## src/rtl/uart_pkg.sv

```systemverilog
// Shared UART constants and serializer state encoding.
// Parity support in uart_byte_tx is enabled by defining UART_PARITY_EN.
package uart_pkg;

    typedef enum logic [2:0] {
        ST_IDLE   = 3'd0,
        ST_START  = 3'd1,
        ST_DATA   = 3'd2,
        ST_PARITY = 3'd3,
        ST_STOP   = 3'd4
    } tx_state_t;

    localparam int unsigned DATA_BITS       = 8;
    localparam int unsigned STOP_BITS       = 1;
    localparam logic        UART_IDLE_LEVEL = 1'b1;

    function automatic logic even_parity(input logic [7:0] data);
        return ^data;
    endfunction

endpackage

```

## src/rtl/uart_tx_fifo.sv

```systemverilog
// Byte FIFO between the upstream handshake and the UART serializer.
// Callers only push when not full and only pop when not empty.
module uart_tx_fifo #(
    parameter int unsigned DEPTH = 4
) (
    input  logic                     clk,
    input  logic                     reset_n,
    input  logic                     push,
    input  logic [7:0]               push_data,
    input  logic                     pop,
    output logic [7:0]               pop_data,
    output logic [$clog2(DEPTH):0]   count,
    output logic                     full,
    output logic                     empty
);

    localparam int unsigned PW = $clog2(DEPTH);
    localparam logic [PW:0] DEPTH_C = (PW + 1)'(DEPTH);

    logic [7:0]    mem [DEPTH];
    logic [PW-1:0] wr_ptr;
    logic [PW-1:0] rd_ptr;

    always_ff @(posedge clk) begin
        if (push) begin
            mem[wr_ptr] <= push_data;
        end
    end

    // DEPTH is a power of two, so the pointers wrap by natural overflow.
    always_ff @(posedge clk or negedge reset_n) begin
        if (!reset_n) begin
            wr_ptr <= '0;
            rd_ptr <= '0;
            count  <= '0;
        end else begin
            if (push) wr_ptr <= wr_ptr + 1'b1;
            if (pop)  rd_ptr <= rd_ptr + 1'b1;
            case ({push, pop})
                2'b10:   count <= count + 1'b1;
                2'b01:   count <= count - 1'b1;
                default: count <= count;
            endcase
        end
    end

    assign pop_data = mem[rd_ptr];
    assign full     = !(count < DEPTH_C);
    assign empty    = (count == '0);

endmodule

```

## src/rtl/uart_byte_tx.sv

```systemverilog
// Buffered 8N1 UART byte transmitter; define UART_PARITY_EN for 8E1 framing.
// Back-to-back frames are sent with no idle gap while the FIFO has data.
module uart_byte_tx #(
    parameter int unsigned CLKS_PER_BIT = 434,
    parameter int unsigned FIFO_DEPTH   = 4
) (
    input  logic       clk,
    input  logic       reset_n,
    input  logic       tx_valid,
    input  logic [7:0] tx_data,
    output logic       tx_ready,
    output logic       uart_txd,
    output logic       busy
);
    import uart_pkg::*;

    localparam logic [15:0] LAST_CNT = 16'(CLKS_PER_BIT - 1);
    localparam logic [2:0]  LAST_IDX = 3'(DATA_BITS - 1);

    tx_state_t                    state;
    logic [15:0]                  bit_cnt;
    logic [2:0]                   bit_idx;
    logic [7:0]                   shift;
    logic                         bit_done;
    logic                         push;
    logic                         pop;
    logic [7:0]                   head;
    logic [$clog2(FIFO_DEPTH):0]  fifo_count;
    logic                         fifo_full;
    logic                         fifo_empty;
`ifdef UART_PARITY_EN
    logic                         parity_bit;
`endif

    uart_tx_fifo #(
        .DEPTH (FIFO_DEPTH)
    ) u_fifo (
        .clk       (clk),
        .reset_n   (reset_n),
        .push      (push),
        .push_data (tx_data),
        .pop       (pop),
        .pop_data  (head),
        .count     (fifo_count),
        .full      (fifo_full),
        .empty     (fifo_empty)
    );

    assign tx_ready = !fifo_full;
    assign push     = tx_valid && tx_ready;
    assign bit_done = (bit_cnt == LAST_CNT);
    assign pop      = !fifo_empty &&
                      ((state == ST_IDLE) || (state == ST_STOP && bit_done));
    assign busy     = (state != ST_IDLE) || (fifo_count != '0);

    always_ff @(posedge clk or negedge reset_n) begin
        if (!reset_n) begin
            state    <= ST_IDLE;
            bit_cnt  <= '0;
            bit_idx  <= '0;
            shift    <= '0;
            uart_txd <= UART_IDLE_LEVEL;
`ifdef UART_PARITY_EN
            parity_bit <= 1'b0;
`endif
        end else begin
            if (state != ST_IDLE) begin
                bit_cnt <= bit_done ? '0 : bit_cnt + 1'b1;
            end
            case (state)
                ST_IDLE: ;
                ST_START: begin
                    if (bit_done) begin
                        state    <= ST_DATA;
                        bit_idx  <= '0;
                        uart_txd <= shift[0];
                    end
                end
                ST_DATA: begin
                    if (bit_done) begin
                        if (bit_idx == LAST_IDX) begin
`ifdef UART_PARITY_EN
                            state    <= ST_PARITY;
                            uart_txd <= parity_bit;
`else
                            state    <= ST_STOP;
                            uart_txd <= UART_IDLE_LEVEL;
`endif
                        end else begin
                            bit_idx  <= bit_idx + 1'b1;
                            shift    <= shift >> 1;
                            uart_txd <= shift[1];
                        end
                    end
                end
`ifdef UART_PARITY_EN
                ST_PARITY: begin
                    if (bit_done) begin
                        state    <= ST_STOP;
                        uart_txd <= UART_IDLE_LEVEL;
                    end
                end
`endif
                ST_STOP: begin
                    if (bit_done) begin
                        state <= ST_IDLE;
                    end
                end
                default: state <= ST_IDLE;
            endcase
            // A pop (from IDLE or at end of STOP) overrides the case above and starts the next frame.
            if (pop) begin
                state    <= ST_START;
                shift    <= head;
                uart_txd <= ~UART_IDLE_LEVEL;
`ifdef UART_PARITY_EN
                parity_bit <= even_parity(head);
`endif
            end
        end
    end

endmodule

```

## config.mk

```make
export PLATFORM = sky130hd
export DESIGN_NAME = uart_byte_tx
export DESIGN_NICKNAME = d
export VERILOG_FILES = /design/src/rtl/uart_pkg.sv /design/src/rtl/uart_tx_fifo.sv /design/src/rtl/uart_byte_tx.sv
export SDC_FILE = /design/constraint.sdc
export NUM_CORES = 1
export LEC_CHECK = 0
export ABC_CLOCK_PERIOD_IN_PS = 2700
export CAP_MARGIN = 10
export CORE_MARGIN = 1.5
export CORE_UTILIZATION = 60
export CTS_CLUSTER_DIAMETER = 80
export DETAILED_ROUTE_END_ITERATION = 10
export GPL_ROUTABILITY_DRIVEN = 0
export PLACE_DENSITY_LB_ADDON = 0.1
export SYNTH_ARGS = -nofsm -noshare
export SYNTH_HDL_FRONTEND = slang
export SYNTH_SLANG_ARGS = --single-unit
```

## constraint.sdc

```tcl
create_clock -name clk -period 2.7 [get_ports clk]
set_clock_uncertainty 0.1 [all_clocks]
set_input_delay 0.405 -clock clk [delete_from_list [all_inputs] [get_ports clk]]
set_output_delay 0.405 -clock clk [all_outputs]
set_load 0.01 [all_outputs]
```

==> results.ini, run 1 <==
[timing]
rsz0062_at_grt = no
fin_crit_ps = 2500
hold_viol = 0
slew_violations = 0
finalSetupViolCount = 0
worstMarginPinSlew_ps = 851
tns_ps = 0
min_period_over_period_pct = 92.5
fmax_mhz = 400
max_slew_margin_pct = 43.3

[power_and_ir_drop]
pwr-share-clk_pct = 27.7
peakVddDrop_v = 0.000621
internal_power_mw = 2.11
switchingPower_mw = 0.926
p_leak_nw = 1.51
p_seq_share_pct = 49.9
combPwrFrac_pct = 22.4
power_density_nw_per_um2 = 823
switching_share_pct = 30.5

[status]
outcome = complete, no violations

[floorplanning]
die_area_um2 = 5940
die_width_um = 77.1
ios = 14
die_y_um = 77.1
row_count = 26
start_util_pct = 63.2
core_um2 = 5200

[finish]
fill_cells = 366
area_delta_synth_final_pct = 12.2
drive_gt1_share_pct = 17.2
finalInstanceArea_um2 = 3690
antenna_cells = 0
final_nets = 289
register_area_um2 = 1910
multi_input_area_um2 = 1260

[setup_path]
crit_path_end_kind = flip-flop
crit_path_max_fanout = 5
crit_type = flip-flop to flip-flop
cp_slowest_cell = dfrtp_1
cp_cell_sequence = inv_1 > ha_1 > nor3b_1 > nand4_2 > a21o_1 > inv_2 > ha_1 > inv_1 > fa_1 > xor2_1 > nor2_1 > xnor2_1
reg2reg_to = u_fifo.count[2]
required_ps = 2870
startpoint = bit_cnt[1]
regToRegStartpoint = bit_cnt[1]
rr_worst_depth = 12
setup.worst_path.end = u_fifo.count[2]
slowest_delay_ps = 420
setup.worst_path.start_class = flip-flop
r2r_setup_slack_ps = 200
worstPathArrival_ps = 2670

[detailed_routing]
drc = 0
highest_layer = met4
via_per_inst = 5.76
wl_met1_um = 2510
drtPass1Iterations = 4
wl_met3_um = 215
post_drt_wl_per_cell_um = 15.9
routed-via-count = 1974
met2_length_um = 2630
drt_wl_total_um = 5460
drt_iter0_drc = 122
drtAntennaViolNets = 0

[synth]
synth_fp_nets = 270
synth.avg_cell_area_um2 = 13.2
synth_edf_count = 32
synth-seq-cells = 70
synth_cell_types = 51
ys_seq_area_share_pct = 58.1
synth_ff_type = dfrtp_1
synth_commonest_cells = dfrtp_1, edfxtp_1, xnor2_1
netlist.top_cell.by_area = edfxtp_1
ys_async_sr_fraction_pct = 54.3
synthCells = 249
synth.top_cell.area_share_pct = 29.2
synth.most_common_cell = dfrtp_1
ys_warn_count = 0
ys_top_cells_by_area = edfxtp_1, dfrtp_1, mux4_2
synth_area_um2 = 3290

[global_routing]
grt.overflow.total = 0
grt_pass1_wl_um = 9690
grt_max_degree = 39
grt_pass1_vias = 2018
antenna_found_initial = 0
groute.usage.overall_pct = 21.9

[clocking]
cts_buffer_depth = 2
cts_sinks = 70
htreeDepth = 3
numCtsBuffers = 9
path_clk_slew_ps = 80
clock_latency_ps = 350
cts_hold_buf = 0
cts_root_buffer = clkbuf_8
cts_setup_buffers = 0
cts_tree = built

[placed_design]
place_area_um2 = 3490
io_buffers = 13
hpwl_um = 3820

[hold_path]
hold_class = primary input to async pin

[run]
drv_cap = 0

## power groups by stage
stage	registers (mW)	logic [mW]	clock network, mW
floorplan	1.44	0.594	0
finish	1.52	0.681	0.840
detailed placement	1.54	0.686	0
global placement	1.53	0.673	0
CTS	1.52	0.692	0.865
global route	1.55	0.759	0.907
## layout by cell type (no fill, tap or decap), types with 2 or more instances in the layout
master	n
dfrtp_1	37
edfxtp_1	32
xnor2_1	16
nor2_1	15
clkdlybuf4s50_1	12
inv_1	11
nand2_1	11
nand3_1	11
a21oi_1	9
ha_1	9
clkbuf_8	9
mux4_2	8
mux2i_1	8
buf_4	8
and2_1	5
o21ai_0	5
or3_1	4
nand2b_1	4
o221a_2	4
nand4_1	3
nor3_1	3
xor2_1	3
and4_1	2
nor4_2	2
nor2b_1	2
and3_1	2
o31ai_1	2
o221a_1	2
a211o_1	2
o211ai_1	2
a22o_1	2
inv_6	2
## state kept, by name (all words and copies together), names as in the netlist
| register | flops |
|---|---|
| u_fifo.mem | 32 |
| bit_cnt | 16 |
| shift | 8 |
| bit_idx | 3 |
| state | 3 |
| u_fifo.count | 3 |
| u_fifo.rd_ptr | 2 |
| u_fifo.wr_ptr | 2 |
| uart_txd | 1 |
## worst min path at each step
stage          depth (start not counted)  slack [ps]             from               to
2_1_floorplan                          0           9          reset_n       bit_cnt[0]
3_3_place_gp                           1         390  u_fifo.count[0]  u_fifo.count[0]
3_5_place_dp                           1         390  u_fifo.count[0]  u_fifo.count[0]
4_1_cts                                1          80          reset_n      bit_cnt[12]
5_1_grt                                1         120          reset_n      bit_cnt[13]
6_report                               1          50          reset_n      bit_cnt[13]
## area by class of cell
class | count | share of cell area, %
Multi-Input combinational cell | 154 | 34.2
Sequential cell | 70 | 51.8
Inverter | 12 | 1.22
Clock inverter | 7 | 1.97
Timing Repair Buffer | 21 | 5.02
Tap cell | 70 | 2.37
Clock buffer | 9 | 3.36
## critical path: cells and delay by family (launching register included)
kind                     cells  cell delay [ps]
AO/OA/AOI/OAI                1              220
XOR/XNOR                     2              280
adder cells (fa/ha/maj)      3              670
buffers and inverters        3              190
flip-flops                   1              420
AND/OR/NAND/NOR              3              550
## cells by family after synthesis
family / share of synthesized area (%)
flip-flops: 58.1
XOR/XNOR: 5.06
AND/OR/NAND/NOR: 12.3
AO/OA/AOI/OAI: 8.63
buffers and inverters: 3.61
adder cells (fa/ha/maj): 4.03
multiplexers: 8.25
## through the flow
step	total power, mW	cells	hold WS, ps	utilization, %	setup WS, ps
2_1_floorplan	2.03	249	9.41	-	207
3_3_place_gp	2.20	327	388	67.0	255
3_5_place_dp	2.22	327	390	67.0	219
4_1_cts	3.07	343	80.7	70.8	94.2
5_1_grt	3.21	343	118	70.9	34.4
6_report	3.04	343	54.3	70.9	202
## routing by layer
metal	GRT usage, %	vias to the layer above
met1	28.2	964
met4	10.0	0
met5	0	-
met3	6.07	10
li1	-	965
met2	34.6	35
## what timing repair did
| item | CTS | global route |
|---|---|---|
| setup endpoints to repair | 0 | 1 |
| endpoints found under the hold margin | 0 | 0 |
| resized for setup | 0 | 1 |
No activity file was read; power rests on OpenSTA's default activity.
==> run 2: changes to the inputs <==
Settings changed: ABC_CLOCK_PERIOD_IN_PS 2700 to 2400.
Clock period 2.7 ns to 2.4 ns, I/O delays scaled along.
==> results.ini, run 2 (synthesized netlist as in run 1, its figures left out) <==
[floorplanning]
row_count = 26  ; unchanged
start_util_pct = 63.2  ; unchanged
die_area_um2 = 5940  ; unchanged
die_width_um = 77.1  ; unchanged
die_y_um = 77.1  ; unchanged
core_um2 = 5200  ; unchanged
ios = 14  ; unchanged

[detailed_routing]
drt_iter0_drc = 149  ; +22%
post_drt_wl_per_cell_um = 16.9  ; +6.2%
drc = 0  ; unchanged
drt_wl_total_um = 6030  ; +11%
drtPass1Iterations = 4  ; unchanged
routed-via-count = 2058  ; +4.3%
drtAntennaViolNets = 0  ; unchanged
via_per_inst = 5.76  ; +0.17%

[setup_path]
worst-path-stages = 3  ; -9
crit_type = flip-flop to output port
critPathTopFamily = simple AND/OR/NAND/NOR gates
r2r_setup_slack_ps = 130  ; -70 ps
required_ps = 1940  ; -930 ps
cp_cell_sequence = or3_4 > nand2b_1 > clkdlybuf4s50_1
setup.worst_path.end = busy
setup.worst_path.start_class = flip-flop
regToRegStartpoint = bit_cnt[2]
crit_path_max_fanout = 3  ; -2
reg2reg_to = u_fifo.count[2]
rr_worst_depth = 10  ; -2
startpoint = u_fifo.count[0]
cp_slowest_cell = clkdlybuf4s50_1
worstPathArrival_ps = 1840  ; -830 ps
slowest_delay_ps = 490  ; +70 ps
worst-path-buf-inv = 1  ; -2
crit_path_end_kind = output port

[finish]
final_cells = 357  ; +4.1%
mostFrequentLayoutCells = dfrtp_1, edfxtp_1, buf_4, xnor2_1, nor2_1
final_nets = 303  ; +4.8%
largest_reg_flops = 32  ; unchanged
reg_top3 = u_fifo.mem: 32 flops, bit_cnt: 16 flops, shift: 8 flops
top_register = u_fifo.mem
drive_gt1_share_pct = 22.3  ; +5.1 points
final_common_cell = dfrtp_1
area_delta_synth_final_pct = 16.0
antenna_cells = 0  ; unchanged
fill_cells = 372  ; +1.6%

[clocking]
cts_buffer_depth = 2  ; unchanged
cts_hold_buf = 0  ; unchanged
cts_sinks = 70  ; unchanged
htreeDepth = 3  ; unchanged
cts_root_buffer = clkbuf_8
cts_tree = built
path_clk_slew_ps = 70  ; about the same
clock_latency_ps = 350  ; about the same
numCtsBuffers = 9  ; unchanged

[placed_design]
io_buffers = 13  ; unchanged
hpwl_um = 4150  ; +8.8%
placed_cells = 341  ; +4.3%

[global_routing]
groute.usage.overall_pct = 22.9  ; +1.1 points
antenna_found_initial = 0  ; unchanged
grt.overflow.total = 0  ; unchanged
grt_pass1_wl_um = 10200  ; +5.3%
grt_max_degree = 39  ; unchanged
grt_pass1_vias = 2145  ; +6.3%

[timing]
max_slew_margin_pct = 44.0  ; +0.71 points
fmax_mhz = 435
fin_crit_ps = 2300
hold_viol = 0  ; unchanged
slew_violations = 0  ; unchanged
rsz0062_at_grt = yes
min_period_over_period_pct = 95.7
finalSetupViolCount = 0  ; unchanged
worstMarginPinSlew_ps = 840  ; -10.6 ps

[status]
outcome = complete, no violations

[power_and_ir_drop]
peakVddDrop_v = 0.000620  ; about the same
power_density_nw_per_um2 = 919  ; +12%
finalPower_mw = 3.51  ; +15%
p_leak_nw = 1.58  ; +4.4%

[run]
drv_cap = 0  ; unchanged

[hold_path]
hold_class = primary input to async pin

run 2: cell count changes in the layout (fill, tap and decap cells not counted), moves of 2 or more:
cell	before	now
buf_4	8	22
clkinvlp_4	1	3
nor4_2	2	0
nor4_4	0	2
run 2: metal layers:
metal / track usage (%) / routed length, um / share of wire [%] / up-vias
li1: - / - / - / 981
met1: 28.8 / 2670 / 44 / 1016
met2: 36.8 / 3000 / 50 / 48
met3: 6.07 / 226 / 3.7 / 13
met4: 11.6 / 138 / 2.3 / 0
met5: 0 / 0 / 0 / -
run 2: per-stage QoR:
step | setup WS [ps] | util (%) | hold WS (ps) | TNS (ps) | cell area [um^2]
floorplan | 2.61 | - | -35.6 | 0 | 3300
CTS | 12.8 | 72.6 | 39.9 | 0 | 3780
detailed placement | 10.3 | 69.2 | 388 | 0 | 3600
global placement | 93.5 | 69.2 | 390 | 0 | 3600
global route | -11.5 | 73.3 | 87.5 | -11.5 | 3820
finish | 103 | 73.3 | 16.7 | 0 | 3820
run 2: power by group:
part           internal, mW  total, mW  switching (mW)
sequential             1.48       1.67           0.186
combinational         0.533       1.00           0.470
clock                 0.380      0.836           0.456
run 2: worst min path at each step:
stage                     from               end
3_5_place_dp   u_fifo.count[0]   u_fifo.count[0]
4_1_cts                reset_n  u_fifo.rd_ptr[1]
2_1_floorplan          reset_n        bit_cnt[0]
5_1_grt                reset_n       bit_cnt[13]
6_report               reset_n       bit_cnt[13]
3_3_place_gp       bit_cnt[15]       bit_cnt[15]
run 2: final cells by class:
type	count	area, um^2	area share [%]
Sequential cell	70	1910	50.1
Clock inverter	6	45.0	1.18
Timing Repair Buffer	35	290	7.61
Clock buffer	10	128	3.34
Inverter	12	45.0	1.18
Multi-Input combinational cell	154	1310	34.3
Tap cell	70	87.6	2.30
run 2: timing repair:
item | 4_1_cts | 5_1_grt
setup buffers | 0 | 0
pin swaps | 0 | 3
endpoints found under the setup margin | 1 | 2
resized for setup | 1 | 6
==> run 3: changes to the inputs <==
Settings changed: CORE_ASPECT_RATIO from default to 1.2.
==> results.ini, run 3 (synthesized netlist as in run 1, its figures left out) <==
[detailed_routing]
drtAntennaViolNets = 0  ; unchanged
routed-via-count = 2014  ; -2.1%
drt_iter0_drc = 106  ; -29%
drc = 0  ; unchanged
post_drt_wl_per_cell_um = 16.2  ; -4.0%
drt_wl_total_um = 5640  ; -6.4%
drtPass1Iterations = 4  ; unchanged
via_per_inst = 5.79  ; +0.39%

[power_and_ir_drop]
switching_share_pct = 29.2  ; -2.6 points
peakVddDrop_v = 0.000629  ; +1.3%
combPwrFrac_pct = 26.6  ; -2.0 points
p_leak_nw = 1.60  ; +1.5%
switchingPower_mw = 1.07  ; -3.8%
power_density_nw_per_um2 = 953  ; +3.7%
p_seq_share_pct = 45.2  ; -2.3 points
internal_power_mw = 2.60  ; +8.5%
pwr-share-clk_pct = 28.2  ; +4.4 points

[clocking]
cts_tree = built
cts_hold_buf = 0  ; unchanged
cts_sinks = 70  ; unchanged
htreeDepth = 3  ; unchanged
numCtsBuffers = 9  ; unchanged
path_clk_slew_ps = 80  ; about the same
cts_root_buffer = clkbuf_8
clock_latency_ps = 340  ; about the same
cts_buffer_depth = 2  ; unchanged

[global_routing]
grt_max_degree = 39  ; unchanged
groute.usage.overall_pct = 21.4  ; -1.5 points
grt_use_met3_pct = 4.71  ; -1.4 points
grt_util_met1_pct = 26.0  ; -2.8 points
antenna_found_initial = 0  ; unchanged
grt_use_met2_pct = 36.9  ; +0.064 points
grt_pass1_wl_um = 9620  ; -5.7%
grt_pass1_vias = 2098  ; -2.2%
grt.overflow.total = 0  ; unchanged
top_usage_layer = met2

[finish]
final_common_cell = dfrtp_1
final_nets = 302  ; -0.33%
largest_reg_flops = 32  ; unchanged
multi_input_area_um2 = 1310  ; unchanged
drive_gt1_share_pct = 22.4  ; +0.078 points
fill_cells = 372  ; unchanged
top_register = u_fifo.mem
antenna_cells = 0  ; unchanged
register_area_um2 = 1910  ; unchanged
reg_top3 = u_fifo.mem: 32 flops, bit_cnt: 16 flops, shift: 8 flops
mostFrequentLayoutCells = dfrtp_1, edfxtp_1, buf_4, xnor2_1, nor2_1
area_delta_synth_final_pct = 16.9

[timing]
min_period_over_period_pct = 93.3  ; -2.4 points
finalSetupViolCount = 0  ; unchanged
tns_ps = 0  ; unchanged
layout_setup_ws_ps = 162  ; +58.7 ps
fmax_mhz = 447  ; +2.6%
hold_viol = 0  ; unchanged
max_slew_margin_pct = 41.2  ; -2.7 points
rsz0062_at_grt = no
fin_crit_ps = 2240  ; -58.7 ps
worstMarginPinSlew_ps = 881  ; +41.1 ps
slew_violations = 0  ; unchanged

[floorplanning]
start_util_pct = 62.1  ; -1.1 points
die_width_um = 70.6  ; -8.4%
die_area_um2 = 5940  ; about the same
core_um2 = 5300  ; +1.8%
row_count = 29  ; +12%
ios = 14  ; unchanged
die_y_um = 84.1  ; +9.2%

[status]
outcome = complete, no violations

[setup_path]
crit_type = flip-flop to flip-flop
crit_path_max_fanout = 2  ; -1
worstPathArrival_ps = 2410  ; +570 ps
required_ps = 2570  ; +630 ps
setup.worst_path.start_class = flip-flop
crit_path_end_kind = flip-flop

[run]
drv_cap = 0  ; unchanged

[placed_design]
io_buffers = 13  ; unchanged
hpwl_um = 3990  ; -3.8%
dp_slack_ps = 47.4  ; +37.2 ps

[hold_path]
hold_class = primary input to async pin

[run 3: critical path, stage by stage (launching register included)]
cell and delay [ps]:
dfrtp_1 380, inv_1 50, ha_1 140, nor3b_4 210, nand4_2 110, a21o_1 200, inv_2 80, ha_4 130
inv_1 50, fa_2 330, xor2_1 140, nor2_1 120, xnor2_1 120
[run 3: worst paths after layout]
path                            startpoint               to  slack, ps  cells after the start
max reg2reg                     bit_cnt[1]  u_fifo.count[2]        160                     12
min in group clk           u_fifo.count[0]  u_fifo.count[0]        410                      1
max                             bit_cnt[1]  u_fifo.count[2]        160                     12
min                                reset_n         shift[2]         40                      1
min reg2reg                u_fifo.count[0]  u_fifo.count[0]        410                      1
max in group asynchronous          reset_n         shift[4]       1620                      1
[run 3: routing by layer]
layer,part of all wire [%],up-vias
met1,42,1003
met5,0,-
li1,-,979
met4,1.7,0
met2,53,25
met3,2.7,7
[run 3: repair_timing]
action	4_1_cts	5_1_grt
gates cloned	0	0
pin swaps	0	3
gates resized for setup	2	6
setup endpoints to repair	1	1
setup buffers	0	0
[run 3: power groups by stage]
| stage | combinational [mW] | sequential [mW] | clock [mW] |
|---|---|---|---|
| 6_report | 0.975 | 1.66 | 1.04 |
| 2_1_floorplan | 0.671 | 1.62 | 0 |
| 4_1_cts | 0.945 | 1.65 | 1.06 |
| 5_1_grt | 1.09 | 1.69 | 1.10 |
| 3_5_place_dp | 0.934 | 1.67 | 0 |
| 3_3_place_gp | 0.918 | 1.66 | 0 |
[run 3: through the flow]
step / hold slack [ps] / total power, mW / cell area (um^2) / utilization [%] / cells
CTS: 49.0 / 3.66 / 3810 / 71.9 / 348
detailed placement: 388 / 2.61 / 3580 / 67.6 / 332
global route: 96.1 / 3.88 / 3850 / 72.6 / 348
global placement: 384 / 2.58 / 3580 / 67.6 / 332
floorplan: -35.6 / 2.29 / 3300 / - / 249
finish: 35.2 / 3.67 / 3850 / 72.6 / 348
[run 3: final cells by class]
| class | count | share of cell area, % |
|---|---|---|
| sequential | 70 | 49.7 |
| multi-input combinational | 154 | 34.0 |
| timing repair buffer | 34 | 7.32 |
| clock buffer | 9 | 3.22 |
| clock inverter | 7 | 2.57 |
| tap | 62 | 2.02 |
| inverter | 12 | 1.17 |
